$ cat src/rtl/ukf_pkg.sv
// Shared definitions for the UKF FIFO sequencer: state encoding, default widths
// and the lower-triangle element count helper.
package ukf_pkg;

    localparam int DEF_DATA_W  = 128;
    localparam int DEF_N_LANES = 4;
    localparam int DEF_SIZE_W  = 4;

    typedef enum logic [1:0] {
        ST_IDLE  = 2'd0,
        ST_DIAG  = 2'd1,
        ST_LOWER = 2'd2,
        ST_DRAIN = 2'd3
    } ukf_state_e;

    // Strictly-lower-triangle element count of an n x n matrix.
    function automatic int unsigned tri_count(input int unsigned n);
        if (n < 32'd2) begin
            return 32'd0;
        end else begin
            return (n * (n - 32'd1)) >> 1;
        end
    endfunction

endpackage

$ cat src/rtl/ukf_rr_lane_ptr.sv
// Round-robin lane pointer for the lower-triangle FIFOs; wraps from the last
// lane back to lane 0 on each advance.
module ukf_rr_lane_ptr #(
    parameter int N_LANES = 4,
    localparam int PTR_W  = (N_LANES > 1) ? $clog2(N_LANES) : 1
) (
    input  logic             slow_clock,
    input  logic             rst,
    input  logic             adv,
    input  logic             clr,
    output logic [PTR_W-1:0] pointer
);

    logic [PTR_W-1:0] ptr_r;

    // Pointer register: clear has priority over advance.
    always_ff @(posedge slow_clock) begin
        if (rst || clr) begin
            ptr_r <= '0;
        end else if (adv) begin
            if (ptr_r == PTR_W'(N_LANES - 1)) begin
                ptr_r <= '0;
            end else begin
                ptr_r <= ptr_r + PTR_W'(1);
            end
        end else begin
            ptr_r <= ptr_r;
        end
    end

    assign pointer = ptr_r;

endmodule

$ cat src/rtl/ukf_fifo_sequencer.sv
// Splits an incoming matrix stream (header, N diagonal words, N*(N-1)/2 lower
// words) into the diag FIFO and round-robin lower FIFO lanes.
module ukf_fifo_sequencer
    import ukf_pkg::*;
#(
    parameter int DATA_W  = DEF_DATA_W,
    parameter int N_LANES = DEF_N_LANES,
    parameter int SIZE_W  = DEF_SIZE_W
) (
    input  logic               slow_clock,
    input  logic               rst,
    input  logic               wr_enable,
    input  logic [DATA_W-1:0]  wr_data,
    input  logic               full_diag,
    input  logic               empty_diag,
    input  logic [N_LANES-1:0] full_lower,
    input  logic [N_LANES-1:0] empty_lower,
    input  logic               finish,
    output logic [SIZE_W-1:0]  matrix_size_out,
    output logic               fifo_wre_diag,
    output logic [N_LANES-1:0] fifo_wre_lower,
    output logic               fifo_rde_diag,
    output logic               start_begin,
    output logic               busy,
    output logic               wr_ready,
    output logic               stop_pipeline,
    output logic               err_overflow,
    output logic               err_size,
    output logic               err_abort
);

    localparam int PTR_W = (N_LANES > 1) ? $clog2(N_LANES) : 1;
    localparam int CNT_W = 2 * SIZE_W;

    ukf_state_e         state_r, state_next_s;
    logic [SIZE_W-1:0]  size_r;
    logic [SIZE_W-1:0]  diag_cnt_r;
    logic [CNT_W-1:0]   lower_cnt_r;
    logic [CNT_W-1:0]   lower_term_r;
    logic [N_LANES-1:0] lane_mask_r;
    logic               start_begin_r;
    logic               rde_r;
    logic               err_overflow_r;
    logic               err_size_r;
    logic               err_abort_r;

    logic [PTR_W-1:0]   lane_ptr_s;
    logic               accept_diag_s;
    logic               accept_lower_s;
    logic               overflow_s;
    logic               ready_s;
    logic               diag_last_s;
    logic               lower_last_s;
    logic               ptr_clr_s;
    logic [N_LANES-1:0] wre_lower_s;
    logic [SIZE_W-1:0]  hdr_size_s;
    int unsigned        hdr_tri_s;
    logic [N_LANES-1:0] hdr_mask_s;

    ukf_rr_lane_ptr #(.N_LANES(N_LANES)) u_lane_ptr (
        .slow_clock (slow_clock),
        .rst        (rst),
        .adv        (accept_lower_s),
        .clr        (ptr_clr_s),
        .pointer    (lane_ptr_s)
    );

    // Header decode: element count and the set of lanes that will ever hold data.
    always_comb begin
        hdr_size_s = wr_data[SIZE_W-1:0];
        hdr_tri_s  = tri_count(32'(hdr_size_s));
        hdr_mask_s = '0;
        for (int i = 0; i < N_LANES; i++) begin
            hdr_mask_s[i] = (32'(i) < hdr_tri_s);
        end
    end

    // Acceptance, ready, strobes and next state; finish outranks any write.
    always_comb begin
        ready_s        = 1'b0;
        accept_diag_s  = 1'b0;
        accept_lower_s = 1'b0;
        overflow_s     = 1'b0;
        wre_lower_s    = '0;
        state_next_s   = state_r;
        diag_last_s    = (diag_cnt_r == size_r - SIZE_W'(1));
        lower_last_s   = (lower_cnt_r == lower_term_r - CNT_W'(1));
        case (state_r)
            ST_IDLE: begin
                ready_s = 1'b1;
                if (wr_enable && (hdr_size_s >= SIZE_W'(2))) begin
                    state_next_s = ST_DIAG;
                end else begin
                    state_next_s = ST_IDLE;
                end
            end
            ST_DIAG: begin
                ready_s       = ~full_diag;
                accept_diag_s = wr_enable & ready_s & ~finish & ~rst;
                overflow_s    = wr_enable & ~ready_s & ~finish;
                if (finish) begin
                    state_next_s = ST_IDLE;
                end else if (accept_diag_s && diag_last_s) begin
                    state_next_s = ST_LOWER;
                end else begin
                    state_next_s = ST_DIAG;
                end
            end
            ST_LOWER: begin
                ready_s        = ~full_lower[lane_ptr_s];
                accept_lower_s = wr_enable & ready_s & ~finish & ~rst;
                overflow_s     = wr_enable & ~ready_s & ~finish;
                if (accept_lower_s) begin
                    wre_lower_s[lane_ptr_s] = 1'b1;
                end else begin
                    wre_lower_s = '0;
                end
                if (finish) begin
                    state_next_s = ST_IDLE;
                end else if (accept_lower_s && lower_last_s) begin
                    state_next_s = ST_DRAIN;
                end else begin
                    state_next_s = ST_LOWER;
                end
            end
            ST_DRAIN: begin
                ready_s = 1'b0;
                if (finish) begin
                    state_next_s = ST_IDLE;
                end else begin
                    state_next_s = ST_DRAIN;
                end
            end
            default: begin
                state_next_s = ST_IDLE;
            end
        endcase
        ptr_clr_s = (state_next_s == ST_IDLE);
    end

    // Sequencer state, counters and sticky error flags.
    always_ff @(posedge slow_clock) begin
        if (rst) begin
            state_r        <= ST_IDLE;
            size_r         <= '0;
            diag_cnt_r     <= '0;
            lower_cnt_r    <= '0;
            lower_term_r   <= '0;
            lane_mask_r    <= '0;
            start_begin_r  <= 1'b0;
            rde_r          <= 1'b0;
            err_overflow_r <= 1'b0;
            err_size_r     <= 1'b0;
            err_abort_r    <= 1'b0;
        end else begin
            state_r <= state_next_s;
            rde_r   <= accept_diag_s && (diag_cnt_r == '0);
            if (accept_diag_s && (diag_cnt_r == '0)) begin
                start_begin_r <= 1'b1;
            end else if (state_next_s == ST_IDLE) begin
                start_begin_r <= 1'b0;
            end else begin
                start_begin_r <= start_begin_r;
            end
            if (state_r == ST_IDLE && wr_enable) begin
                size_r         <= hdr_size_s;
                lower_term_r   <= CNT_W'(hdr_tri_s);
                lane_mask_r    <= hdr_mask_s;
                err_overflow_r <= 1'b0;
                err_abort_r    <= 1'b0;
                err_size_r     <= (hdr_size_s < SIZE_W'(2));
            end else if ((state_r == ST_DIAG || state_r == ST_LOWER) && finish) begin
                err_abort_r <= 1'b1;
            end else if (overflow_s) begin
                err_overflow_r <= 1'b1;
            end else begin
                err_overflow_r <= err_overflow_r;
            end
            if (state_next_s == ST_IDLE) begin
                diag_cnt_r  <= '0;
                lower_cnt_r <= '0;
            end else if (accept_diag_s) begin
                diag_cnt_r <= diag_cnt_r + SIZE_W'(1);
            end else if (accept_lower_s) begin
                lower_cnt_r <= lower_cnt_r + CNT_W'(1);
            end else begin
                diag_cnt_r <= diag_cnt_r;
            end
        end
    end

    assign matrix_size_out = size_r;
    assign fifo_wre_diag   = accept_diag_s;
    assign fifo_wre_lower  = wre_lower_s;
    assign fifo_rde_diag   = rde_r;
    assign start_begin     = start_begin_r;
    assign busy            = (state_r != ST_IDLE);
    assign wr_ready        = ready_s;
    assign stop_pipeline   = start_begin_r & (empty_diag | (|(empty_lower & lane_mask_r)));
    assign err_overflow    = err_overflow_r;
    assign err_size        = err_size_r;
    assign err_abort       = err_abort_r;

endmodule

$ cat config.mk
export PLATFORM = sky130hd
export DESIGN_NAME = ukf_fifo_sequencer
export DESIGN_NICKNAME = d
export VERILOG_FILES = /design/src/rtl/ukf_pkg.sv /design/src/rtl/ukf_rr_lane_ptr.sv /design/src/rtl/ukf_fifo_sequencer.sv
export SDC_FILE = /design/constraint.sdc
export NUM_CORES = 1
export LEC_CHECK = 0
export ABC_AREA = 1
export CORE_MARGIN = 4
export CORE_UTILIZATION = 30
export CTS_BUF_LIST = sky130_fd_sc_hd__clkbuf_8
export DETAILED_ROUTE_END_ITERATION = 6
export PLACE_DENSITY = 0.79
export SYNTH_ARGS = -nofsm -noshare
export SYNTH_HDL_FRONTEND = slang
export SYNTH_SLANG_ARGS = --single-unit
$ cat constraint.sdc
create_clock -name slow_clock -period 5.69 [get_ports slow_clock]
set_input_delay 1.707 -clock slow_clock [delete_from_list [all_inputs] [get_ports slow_clock]]
set_output_delay 1.707 -clock slow_clock [all_outputs]
set_load 0.01 [all_outputs]
# ---- After elaboration in Yosys (flattened, before gate mapping)
# Cells that the tools add are included.
dict set report classes {
  muxes 21
  shift 0
  n_reduce_logical 19
  mul 1
  n_addsub 6
  div 0
  bitwise 19
  magnitude_cmp 9
  n_eq_ne 6
}
# op count
set ops {}
lappend ops {{1-bit by 31-bit < comparator with 1-bit output (first input constant)} 2}
lappend ops {{2-bit by 31-bit < comparator with 1-bit output (first input constant)} 2}
lappend ops {{31-bit two-way mux} 1}
lappend ops {{1-bit AND} 11}
lappend ops {{5-bit by 5-bit multiplier with 10-bit output} 1}
lappend ops {{2-bit two-way mux} 5}
lappend ops {{8-bit by 1-bit adder with 8-bit output (second input constant)} 1}
lappend ops {{8-bit equality test} 1}
lappend ops {{4-bit by 2-bit < comparator with 1-bit output (second input constant)} 2}
lappend ops {{1-bit two-way mux} 8}
lappend ops {{4-bit two-way mux} 2}
lappend ops {{2-bit one-hot mux with 4 select lines} 1}
lappend ops {{8-bit by 1-bit subtractor with 8-bit output (second input constant)} 1}
lappend ops {{1-bit logical AND} 7}
lappend ops {{2-bit equality test (second input constant)} 3}
lappend ops {{1-bit inverter} 6}
lappend ops {{4-bit by 1-bit subtractor with 5-bit output (second input constant)} 1}
lappend ops {{4-bit by 1-bit adder with 4-bit output (second input constant)} 1}
lappend ops {{4-bit AND} 1}
lappend ops {{4-bit equality test} 1}
lappend ops {{4-bit by 2-bit >= comparator with 1-bit output (second input constant)} 1}
lappend ops {{2-bit zero test} 2}
lappend ops {{4-bit zero test} 1}
lappend ops {{1-bit one-hot mux with 4 select lines} 1}
lappend ops {{14 further kinds} 18}
dict set report word_totals {
  rom_bits 0
  wordCells 93
  output_inout_bits 17
  memories 0
  latchBits 0
  inputBits 142
  reg_bits 37
  mem_bits_rw 0
}

# ---- Depth between registers and ports, before layout
# Gate-level depths: netlist of the first run.
dict set report depth {
  word_depth 13
  ltp_mapped 22
  ltp_nobuf 22
}

# ---- Cells and area by module
# Synthesis of the first run repeated with hierarchy kept, for this count alone.
dict set report unflattened {
  cells_unflattened 424
  area_unflattened_um2 3001.6
}
# module n_inst area_each_um2 seq_area_each_um2 cells_per_inst
set by_module_without_submodules {}
lappend by_module_without_submodules {ukf_fifo_sequencer 1 2904.0 700.7 410}
lappend by_module_without_submodules {ukf_rr_lane_ptr 1 97.6 40.0 14}

# ---- Worst setup path after synthesis of the first run
# No wires, ideal clock.
dict set report synth_path {
  path_kind {input-to-reg}
  from {input wr_data[0]}
  to {register lane_mask_r[0]}
  n_path_buf 0
  arrival_time_ns 5.325
  path_slack_ns 0.236
  required_time_ns 5.561
  setup_ns 0.129
  path_stages 22
  path_cell_list {clkinv_1 -> ha_1 -> inv_1 -> ha_1 -> or2_2 -> fa_1 -> inv_1 -> ha_1 -> inv_1 -> fa_1 -> inv_1 -> ha_1 -> inv_1 -> nor2_1 -> o21ai_0 -> nand2_1 -> nand2_1 -> nand2_1 -> a21oi_1 -> or2_2 -> nand3_1 -> nand4_1}
}
dict set report synth_between {
  elab_chain_cells 4
  word_cells_on_any_way 5
  classes_between {add/sub (1); mul (1); order compare (2); mux (1)}
}
# item line
set synth_lines {}
lappend synth_lines {{from (decl)} ukf_fifo_sequencer.sv:13} ;# input logic [DATA_W-1:0] wr_data,
lappend synth_lines {{4-bit by 1-bit subtractor with 5-bit output} ukf_pkg.sv:21} ;# return (n * (n - 32'd1)) >> 1;
lappend synth_lines {{5-bit by 5-bit multiplier with 10-bit output} ukf_pkg.sv:21}
lappend synth_lines {{31-bit two-way mux *} ukf_pkg.sv:18} ;# if (n < 32'd2) begin
lappend synth_lines {{1-bit by 31-bit < comparator with 1-bit output *} ukf_fifo_sequencer.sv:74} ;# hdr_mask_s[i] = (32'(i) < hdr_tri_s);
lappend synth_lines {{to (signal assigned)} ukf_fifo_sequencer.sv:168} ;# lane_mask_r <= hdr_mask_s;
lappend synth_lines {{to (decl)} ukf_fifo_sequencer.sv:40} ;# logic [N_LANES-1:0] lane_mask_r;
# Mark *: on every way between the ends. The rest lies on a longest branch, timed or not.
# A chain may end at the register's enable or synchronous reset.

# ---- Final worst setup path of the first run
dict set report layout_path {
  from {input wr_data[2]}
  to {register lane_mask_r[2]}
}
dict set report layout_between {
  elab_chain_cells 4
  word_cells_on_any_way 5
  classes_between {add/sub (1); mul (1); order compare (2); mux (1)}
}
# item line
set layout_lines {}
lappend layout_lines {{4-bit by 1-bit subtractor with 5-bit output} ukf_pkg.sv:21}
lappend layout_lines {{5-bit by 5-bit multiplier with 10-bit output} ukf_pkg.sv:21}
lappend layout_lines {{31-bit two-way mux *} ukf_pkg.sv:18}
lappend layout_lines {{2-bit by 31-bit < comparator with 1-bit output *} ukf_fifo_sequencer.sv:74}
# Marked as above.

==> qor.yml, run 1 <==
synthesis:
  ys_types: 34
  synth_area_leaders: "dfxtp_1, ha_1, nand2_1, inv_1, fa_1"
  ys_ff_latch: 37
  synth.avg_cell_area_sq_um: 7.320
  synth_area_leader_cell: "dfxtp_1"
  synth_warnings: 0
  synth-seq-area-share: 0.2530
  synth_top_cell_area_share: 0.2530
  synth_cells: 400
  syn-num-nets: 588
  netlist_area_sq_mm: 0.002928
setup_path:
  cp_common_cell: "inv_1"
  reg2reg_depth: 11
  critical-path-slowest-cell: "fa_1"
  critical_path.max_stage_delay_ns: 0.54
  worstSetupPathType: "input pin to register"
  critPathBufInv: 6
  worst_ep_required_time_ns: 5.86
  path_delay_family: "adder cells"
  path_max_fanout: 4
  cp-start-kind: "input pin"
  end_kind: "register"
  cp_data_arrival_time_ns: 5.58
  crit_cells: 21
  crit_chain: "clkdlybuf4s50_1 -> buf_4 -> ha_1 -> or2_2 -> fa_1 -> inv_1 -> ha_1 -> inv_1 -> fa_1 -> inv_1 -> ha_4 -> inv_1 -> nor2_2 -> o21ai_0 -> nand2_1 -> nand2_1 -> nand2_1 -> a21oi_1 -> or2_2 -> nand3_4 -> nand4_1"
floorplan:
  ios: 159
  core_area_sq_mm: 0.009371
  rows: 35
  dieWidth_um: 106.8
  die-area_sq_mm: 0.01140
  start_util: 0.3124
  die_h_um: 106.8
timing:
  finalSetupViolCount: 0
  maxSlewViolCount: 0
  hold_viol: 0
  rsz0062_at_grt: "no"
  finClkSkew_ns: 0.002971
  slew_headroom: 0.4499
  period_needed_ns: 5.411
  finalCritPeriodShare: 0.9510
  fin_ws_ns: 0.2789
  max_freq_ghz: 0.1848
  worst_pin_slew_ns: 0.8228
routing:
  wl_per_cell_um: 11.30
  drc_errors: 0
  ant_nets: 0
  vias: 2635
  dr.first_iter.drc_count: 138
  post_drt_via_cell_ratio: 4.497
  first_pass_iters: 4
  wl_mm: 6.624
placement:
  dp_slack_ns: -0.4176
  dp_hpwl_mm: 5.401
  io_buffer_count: 34
  place.gp.congestion: 0.8586
grt:
  grt_pass1_wl_mm: 11.74
  use_met3: 0.02408
  gr-usage-met1: 0.1495
  track_usage: 0.1231
  use_met2: 0.2199
  antenna_found_initial: 0
  gr-total-overflow: 0
  busiest_layer: "met2"
  grt_max_degree: 17
  first_global_vias: 2699
clock_tree:
  tritoncts: "done"
  cts_max_path_buffers: 2
  root_buffer: "clkbuf_8"
  clock-sinks: 37
  cts_buffers: 5
  ctsHtreeMaxLevel: 2
  clock_insertion_delay_worst_skew_ns: 0.29
  holdBufCountCts: 0
  clk_pin_slew_ns: 0.07
power:
  irDropWorstVdd_uv: 113.0
  power-per-cell-area_mw_per_mm2: 196.3
  leakagePower_nw: 1.717
layout:
  area_growth_pct: 25.26
  layout_common_cells: "nand2_1, inv_1, ha_1, dfxtp_1"
  layout.filler_cells: 961
  ff_latch_area_sq_um: 740.7
  n_antenna_cell: 0
  drive_gt1_frac: 0.1335
  final_common_cell: "nand2_1"
  fin_nets: 644
  multi_input_area_sq_mm: 0.001908
  final_util: 0.3913
status:
  outcome: "completed"
min_path:
  min_delay_path_depth: 2
  hp-class: "register to register"
flow_run:
  maxCapViolCount: 0
-- Yosys cell counts (all sizes together) --
| cell | n |
|---|---|
| nand2 | 88 |
| nand3 | 21 |
| nand4 | 9 |
| xor2 | 10 |
| a22oi | 1 |
| buf | 2 |
| or2 | 3 |
| xnor2 | 9 |
| a41oi | 1 |
| ha | 39 |
| inv | 79 |
| o22ai | 5 |
| a21oi | 15 |
| nor2 | 38 |
| o221ai | 1 |
| o21ai | 19 |
| a21boi | 9 |
| o211ai | 1 |
| dfxtp | 37 |
| fa | 7 |
| clkinv | 1 |
| nor3 | 3 |
| nand3b | 1 |
| nor4 | 1 |
-- timing repair --
item	4_1_cts	5_1_grt
setup buffers	0	1
setup endpoints to repair	5	5
pin swaps	1	4
resized for setup	4	10
-- flip-flops by register name, summed over array words and instances (netlist names) --
register            count
diag_cnt_r              4
err_abort               1
err_overflow            1
err_size                1
fifo_rde_diag           1
lane_mask_r             4
lower_cnt_r             8
lower_term_r            8
matrix_size_out         4
start_begin             1
state_r                 2
u_lane_ptr.pointer      2
-- kinds of logic (layout without fill, tap and decap cells) --
kind of cell,Yosys count,after routing,share of synthesized area
fa+ha+maj,46,46,0.2145
flops,37,37,0.2530
simple gates,164,164,0.2509
buf+inv,82,139,0.1103
compound gates,52,52,0.1145
xor+xnor,19,19,0.05684
-- power breakdown --
part,switching (mW),total (mW),internal (mW)
clock network,0.0940,0.178,0.0844
logic,0.141,0.252,0.110
registers,0.0141,0.290,0.276
-- worst paths after layout --
check | start | to | slack, ns
max | wr_data[2] | lane_mask_r[2] | 0.28
min | lower_term_r[7] | lower_term_r[7] | 0.47
max reg2reg | matrix_size_out[0] | diag_cnt_r[3] | 3.25
min reg2reg | lower_term_r[7] | lower_term_r[7] | 0.47
-- routing by layer --
metal	up-vias	share of wire
met4	0	0.010
li1	1383	-
met5	-	0
met3	7	0.040
met1	1193	0.45
met2	52	0.50
-- final cells by class --
class	count	area share
multi-input cells	281	0.5203
repair buffers	51	0.1279
well taps	129	0.04401
flip-flops and latches	37	0.2020
inverters	80	0.08222
clock buffers	5	0.01876
clock inverters	3	0.004777
-- stage by stage --
step	hold WS (ns)	TNS [ns]	instances	power (mW)	instance area, sq um
after floorplan	0.4448	0	400	0.4560	2928
after global placement	0.4546	-1.590	577	0.5246	3527
after detailed placement	0.4611	-2.111	577	0.5353	3527
after CTS	0.4799	0	585	0.7134	3623
after global routing	0.5050	0	586	0.7753	3667
final	0.4724	0	586	0.7199	3667
-- worst reg2reg max path: cells and delay by family (launching register included) --
family,cells,cell delay (ns)
compound gates,2,0.51
xor+xnor,1,0.23
fa+ha+maj,1,0.21
buf+inv,3,0.23
flops,1,0.39
simple gates,4,0.79
Note: power is estimated with default switching activity, not from simulation.
==> inputs of run 2 (changes only) <==
Settings changed: CORE_UTILIZATION 30 to 37, PLACE_DENSITY 0.79 to 0.92.
==> qor.yml, run 2 (synthesis results as in run 1) <==
status:
  outcome: "completed"  # unchanged
power:
  irDropWorstVdd_uv: 222.1  # was 113.0 uV
  power-per-cell-area_mw_per_mm2: 199.8  # was 196.3 mW/mm^2
  p_total_mw: 0.7235  # was 0.7199 mW
  leakagePower_nw: 1.718  # was 1.717 nW
clock_tree:
  clock-sinks: 37  # unchanged
  cts_buffers: 5  # unchanged
  clock_insertion_delay_worst_skew_ns: 0.31  # was 0.29 ns
  root_buffer: "clkbuf_8"  # unchanged
  cts_max_path_buffers: 2  # unchanged
  tritoncts: "done"  # unchanged
  holdBufCountCts: 0  # unchanged
  ctsHtreeMaxLevel: 2  # unchanged
  clk_pin_slew_ns: 0.08  # was 0.07 ns
  post_cts_buffers: 0  # unchanged
layout:
  drive_gt1_frac: 0.1316  # was 0.1335
  final_util: 0.4686  # was 0.3913
  n_antenna_cell: 0  # unchanged
  largestRegisters: "lower_cnt_r (8), lower_term_r (8)"  # unchanged
  fin_nets: 643  # was 644
  stdcell_area_sq_mm: 0.003621  # was 0.003667 sq mm
  final_common_cell: "nand2_1"  # unchanged
  area_growth_pct: 23.68  # was 25.26%
  layout_common_cells: "nand2_1, inv_1, ha_1, dfxtp_1"  # unchanged
setup_path:
  cp_common_cell: "inv_1"  # unchanged
  worstSetupPathType: "input pin to register"  # unchanged
  cp-start-kind: "input pin"  # unchanged
  crit_chain: "clkdlybuf4s50_1 -> buf_4 -> ha_1 -> or2_2 -> fa_1 -> inv_1 -> ha_1 -> inv_1 -> fa_1 -> inv_1 -> ha_4 -> inv_1 -> nor2_2 -> o21ai_1 -> nand2_1 -> nand2_1 -> nand2_1 -> a21oi_1 -> or2_2 -> nand3_2 -> nand4_1"  # was clkdlybuf4s50_1 -> buf_4 -> ha_1 -> or2_2 -> fa_1 -> inv_1 -> ha_1 -> inv_1 -> fa_1 -> inv_1 -> ha_4 -> inv_1 -> nor2_2 -> o21ai_0 -> nand2_1 -> nand2_1 -> nand2_1 -> a21oi_1 -> or2_2 -> nand3_4 -> nand4_1
  cp_data_arrival_time_ns: 5.61  # was 5.58 ns
  critical-path-slowest-cell: "fa_1"  # unchanged
  end_kind: "register"  # unchanged
  worst_ep_required_time_ns: 5.88  # was 5.86 ns
  path_max_fanout: 4  # unchanged
  critical_path.max_stage_delay_ns: 0.54  # about the same
placement:
  place.gp.congestion: 0.8632  # was 0.8586
  io_buffer_count: 34  # unchanged
  dp_hpwl_mm: 5.387  # was 5.401 mm
  dp_slack_ns: -0.4126  # was -0.4176 ns
  placed_cell_area_sq_mm: 0.003493  # was 0.003527 sq mm
timing:
  worst_pin_slew_ns: 0.8436  # was 0.8228 ns
  finalSetupViolCount: 0  # unchanged
  period_needed_ns: 5.421  # was 5.411 ns
  max_freq_ghz: 0.1845  # was 0.1848 GHz
  slew_headroom: 0.4361  # was 0.4499
  rsz0062_at_grt: "no"  # unchanged
  fin_ws_ns: 0.2686  # was 0.2789 ns
  whs_ns: 0.4779  # was 0.4724 ns
  maxSlewViolCount: 0  # unchanged
  hold_viol: 0  # unchanged
  finClkSkew_ns: 0.006606  # was 0.002971 ns
  finalCritPeriodShare: 0.9528  # was 0.9510
floorplan:
  die_h_um: 96.96  # was 106.8 um
  rows: 32  # was 35
  dieWidth_um: 96.96  # was 106.8 um
  ios: 159  # unchanged
  start_util: 0.3789  # was 0.3124
  die-area_sq_mm: 0.009400  # was 0.01140 sq mm
  core_area_sq_mm: 0.007727  # was 0.009371 sq mm
routing:
  wl_mm: 6.806  # was 6.624 mm
  vias: 2686  # was 2635
  wl_per_cell_um: 12.20  # was 11.30 um
  ant_nets: 0  # unchanged
  first_pass_iters: 4  # unchanged
  dr.first_iter.drc_count: 145  # was 138
  post_drt_via_cell_ratio: 4.814  # was 4.497
  drc_errors: 0  # unchanged
grt:
  grt_pass1_wl_mm: 12.06  # was 11.74 mm
  track_usage: 0.1500  # was 0.1231
  gr-total-overflow: 0  # unchanged
  grt_max_degree: 17  # unchanged
  first_global_vias: 2783  # was 2699
  antenna_found_initial: 0  # unchanged
min_path:
  hp-class: "register to register"  # unchanged
flow_run:
  maxCapViolCount: 0  # unchanged
## run 2: cell count changes in the layout (fill, tap and decap cells not counted)
cell,delta
dlymetal6s2s_1,+1
a21oi_2,-1
buf_4,-1
o21ai_1,+1
a21oi_1,+1
fa_2,+1
o21ai_0,-1
nand3_2,+1
fa_1,-1
dlygate4sd2_1,-1
nand3_4,-1
## run 2: path summary, 6_finish.rpt
kind,from,to,slack (ns),cells past startpoint
max,wr_data[2],lane_mask_r[3],0.27,21
min,lower_term_r[7],lower_term_r[7],0.48,2
max reg2reg,matrix_size_out[0],u_lane_ptr.pointer[0],3.24,8
min reg2reg,lower_term_r[7],lower_term_r[7],0.48,2
## run 2: per-stage QoR
| stage | cells | setup TNS (ns) |
|---|---|---|
| 6_report | 558 | 0 |
| 5_1_grt | 558 | 0 |
| 4_1_cts | 558 | 0 |
| 3_5_place_dp | 550 | -2.058 |
| 3_3_place_gp | 550 | -1.464 |
| 2_1_floorplan | 400 | 0 |
## run 2: layout make-up
type	instances	area [sq um]
multi-input combinational	281	1899
clock inverter	3	17.52
fill	714	4106
timing repair buffer	50	465.4
sequential	37	740.7
tap	102	127.6
clock buffer	5	68.82
inverter	80	301.5
## run 2: metal layers
metal / track usage / vias up / wire length (um)
met2: 0.2712 / 60 / 3378
li1: - / 1371 / -
met4: 0.04320 / 0 / 126
met5: 0 / - / 0
met3: 0.03389 / 12 / 330
met1: 0.1762 / 1243 / 2970
## run 2: timing repair
action,CTS,global route
pin swaps,1,2
setup endpoints to repair,5,6
gates resized for setup,6,8
## run 2: worst max-delay path, delay by kind of cell
| kind | cells | cell delay, ns |
|---|---|---|
| adder cells (fa/ha/maj) | 5 | 1.87 |
| AND/OR/NAND/NOR | 8 | 1.11 |
| buffers and inverters | 6 | 0.81 |
| AO/OA/AOI/OAI | 2 | 0.13 |
## run 2: where the power goes
group	switching [mW]	total, mW	leakage [nW]	internal [mW]
Sequential	0.0141	0.290	0.301	0.276
Combinational	0.139	0.249	1.37	0.110
Clock	0.100	0.185	0.0439	0.0844
Total	0.254	0.724	1.72	0.470
==> inputs of run 3 (changes only) <==
Settings changed: SETUP_SLACK_MARGIN from default to 0.1.
==> qor.yml, run 3 (synthesis results as in run 1) <==
layout:
  layout.filler_cells: 702  # was 714
  multi_input_area_sq_mm: 0.001922  # was 0.001899 sq mm
  fin_nets: 643  # unchanged
  ff_latch_area_sq_um: 740.7  # unchanged
  stdcell_area_sq_mm: 0.003640  # was 0.003621 sq mm
  largestRegisters: "lower_cnt_r (8), lower_term_r (8)"  # unchanged
  final_common_cell: "nand2_1"  # unchanged
  area_growth_pct: 24.32  # was 23.68%
  n_antenna_cell: 0  # unchanged
  drive_gt1_frac: 0.1338  # was 0.1316
  layout_common_cells: "nand2_1, inv_1, dfxtp_1, ha_1"  # was nand2_1, inv_1, ha_1, dfxtp_1
floorplan:
  ios: 159  # unchanged
  die_h_um: 96.96  # unchanged
  dieWidth_um: 96.96  # unchanged
  start_util: 0.3789  # unchanged
  die-area_sq_mm: 0.009400  # unchanged
  rows: 32  # unchanged
  core_area_sq_mm: 0.007727  # unchanged
power:
  leakagePower_nw: 1.713  # was 1.718 nW
  irDropWorstVdd_uv: 220.0  # was 222.1 uV
  p_total_mw: 0.7228  # was 0.7235 mW
  power-per-cell-area_mw_per_mm2: 198.6  # was 199.8 mW/mm^2
setup_path:
  r2r-start: "matrix_size_out[0]"  # unchanged
  crit_chain: "dlygate4sd2_1 -> inv_2 -> ha_2 -> inv_1 -> buf_4 -> nor2_2 -> nand2_1 -> fa_1 -> fa_1 -> fa_1 -> fa_2 -> nor2_2 -> o21ai_0 -> nand2_1 -> nand2_1 -> nand2_1 -> a21oi_1 -> or2_2 -> nand3_4 -> nand4_1"  # was clkdlybuf4s50_1 -> buf_4 -> ha_1 -> or2_2 -> fa_1 -> inv_1 -> ha_1 -> inv_1 -> fa_1 -> inv_1 -> ha_4 -> inv_1 -> nor2_2 -> o21ai_1 -> nand2_1 -> nand2_1 -> nand2_1 -> a21oi_1 -> or2_2 -> nand3_2 -> nand4_1
  cp_data_arrival_time_ns: 5.53  # was 5.61 ns
  reg2reg_depth: 8  # unchanged
  worst_ep_required_time_ns: 5.88  # about the same
  cp-start-kind: "input pin"  # unchanged
  critPathBufInv: 4  # was 6
  cp_common_cell: "nand2_1"  # was inv_1
  critical-path-slowest-cell: "fa_1"  # unchanged
  r2r_slack_ns: 3.24  # about the same
  critical_path.max_stage_delay_ns: 0.56  # was 0.54 ns
  r2r_end: "u_lane_ptr.pointer[0]"  # unchanged
  worstSetupPathType: "input pin to register"  # unchanged
  end_kind: "register"  # unchanged
  path_delay_family: "adder cells"  # unchanged
  path_max_fanout: 4  # unchanged
timing:
  rsz0062_at_grt: "no"  # unchanged
  finalSetupViolCount: 0  # unchanged
  finClkSkew_ns: 0.006974  # was 0.006606 ns
  finalCritPeriodShare: 0.9393  # was 0.9528
  max_freq_ghz: 0.1871  # was 0.1845 GHz
  hold_viol: 0  # unchanged
  period_needed_ns: 5.345  # was 5.421 ns
  worst_pin_slew_ns: 0.8520  # was 0.8436 ns
  maxSlewViolCount: 0  # unchanged
  slew_headroom: 0.4304  # was 0.4361
routing:
  first_pass_iters: 4  # unchanged
  post_drt_via_cell_ratio: 4.839  # was 4.814
  wl_mm: 6.815  # was 6.806 mm
  vias: 2700  # was 2686
  ant_nets: 0  # unchanged
  drc_errors: 0  # unchanged
  dr.first_iter.drc_count: 150  # was 145
  wl_per_cell_um: 12.21  # was 12.20 um
status:
  outcome: "completed"  # unchanged
grt:
  gr-total-overflow: 0  # unchanged
  grt_pass1_wl_mm: 12.06  # unchanged
  first_global_vias: 2783  # unchanged
  track_usage: 0.1500  # unchanged
  antenna_found_initial: 0  # unchanged
  grt_max_degree: 17  # unchanged
clock_tree:
  post_cts_buffers: 0  # unchanged
  ctsHtreeMaxLevel: 2  # unchanged
  cts_max_path_buffers: 2  # unchanged
  root_buffer: "clkbuf_8"  # unchanged
  holdBufCountCts: 0  # unchanged
  clock_insertion_delay_worst_skew_ns: 0.31  # about the same
  clock-sinks: 37  # unchanged
  cts_buffers: 5  # unchanged
  tritoncts: "done"  # unchanged
  clk_pin_slew_ns: 0.08  # about the same
min_path:
  min_from: "lower_term_r[7]"  # unchanged
  min_delay_path_depth: 2  # unchanged
  hold_end: "lower_term_r[7]"  # unchanged
  hp-class: "register to register"  # unchanged
placement:
  placed_cell_area_sq_mm: 0.003493  # unchanged
  dp_hpwl_mm: 5.387  # unchanged
  place.gp.congestion: 0.8632  # unchanged
  io_buffer_count: 34  # unchanged
flow_run:
  maxCapViolCount: 0  # unchanged
run 3: worst register-to-register path: cells and delay by family (launching register included):
| family | cells | cell delay, ns |
|---|---|---|
| AOI/OAI and AO/OA | 2 | 0.52 |
| xor gates and xnor gates | 1 | 0.13 |
| adders and majority gates | 1 | 0.31 |
| buffers and inverters | 1 | 0.10 |
| DFF | 1 | 0.38 |
| and+or+nand+nor | 3 | 0.92 |
run 3: how the worst max path moves through the flow:
stage	start	end	slack, ns	cells past startpoint
global route	wr_data[0]	lane_mask_r[0]	0.12	23
detailed placement	wr_data[1]	lane_mask_r[0]	-0.41	20
floorplan	wr_data[0]	lane_mask_r[0]	0.24	22
global placement	wr_data[1]	lane_mask_r[0]	-0.32	20
finish	wr_data[1]	lane_mask_r[3]	0.35	20
CTS	wr_data[2]	lane_mask_r[0]	0.18	21
run 3: metrics by stage:
step | setup TNS (ns) | setup slack, ns | hold slack (ns) | cells | utilization
after floorplan | 0 | 0.2362 | 0.4448 | 400 | -
after global placement | -1.464 | -0.3194 | 0.4528 | 550 | 0.4521
after detailed placement | -2.058 | -0.4126 | 0.4626 | 550 | 0.4521
after CTS | 0 | 0.1829 | 0.4812 | 558 | 0.4650
after global routing | 0 | 0.1205 | 0.4982 | 558 | 0.4710
final | 0 | 0.3455 | 0.4768 | 558 | 0.4710
run 3: where the power goes:
group	total [mW]	internal (mW)	leakage, nW	switching, mW
Combinational	0.250	0.109	1.37	0.141
Sequential	0.290	0.276	0.301	0.0141
Clock	0.183	0.0844	0.0439	0.0987
run 3: final cells by class:
cell class	count	area share
clock buffers	5	0.01891
multi-input cells	281	0.5280
repair buffers	50	0.1268
flip-flops and latches	37	0.2035
well taps	102	0.03506
clock inverters	3	0.004813
inverters	80	0.08285
run 3: what timing repair did:
action	CTS	global route
pin swaps	3	5
setup endpoints to repair	5	5
gates resized for setup	9	9
run 3: per-layer routing:
metal  vias up  track usage  routed length [um]  part of all wire
met5         -            0                   0                 0
met4         0      0.04320                 124             0.018
met3        12      0.03389                 340             0.050
met2        68       0.2712                3411              0.50
met1      1248       0.1762                2939              0.43
li1       1372            -                   -                 -
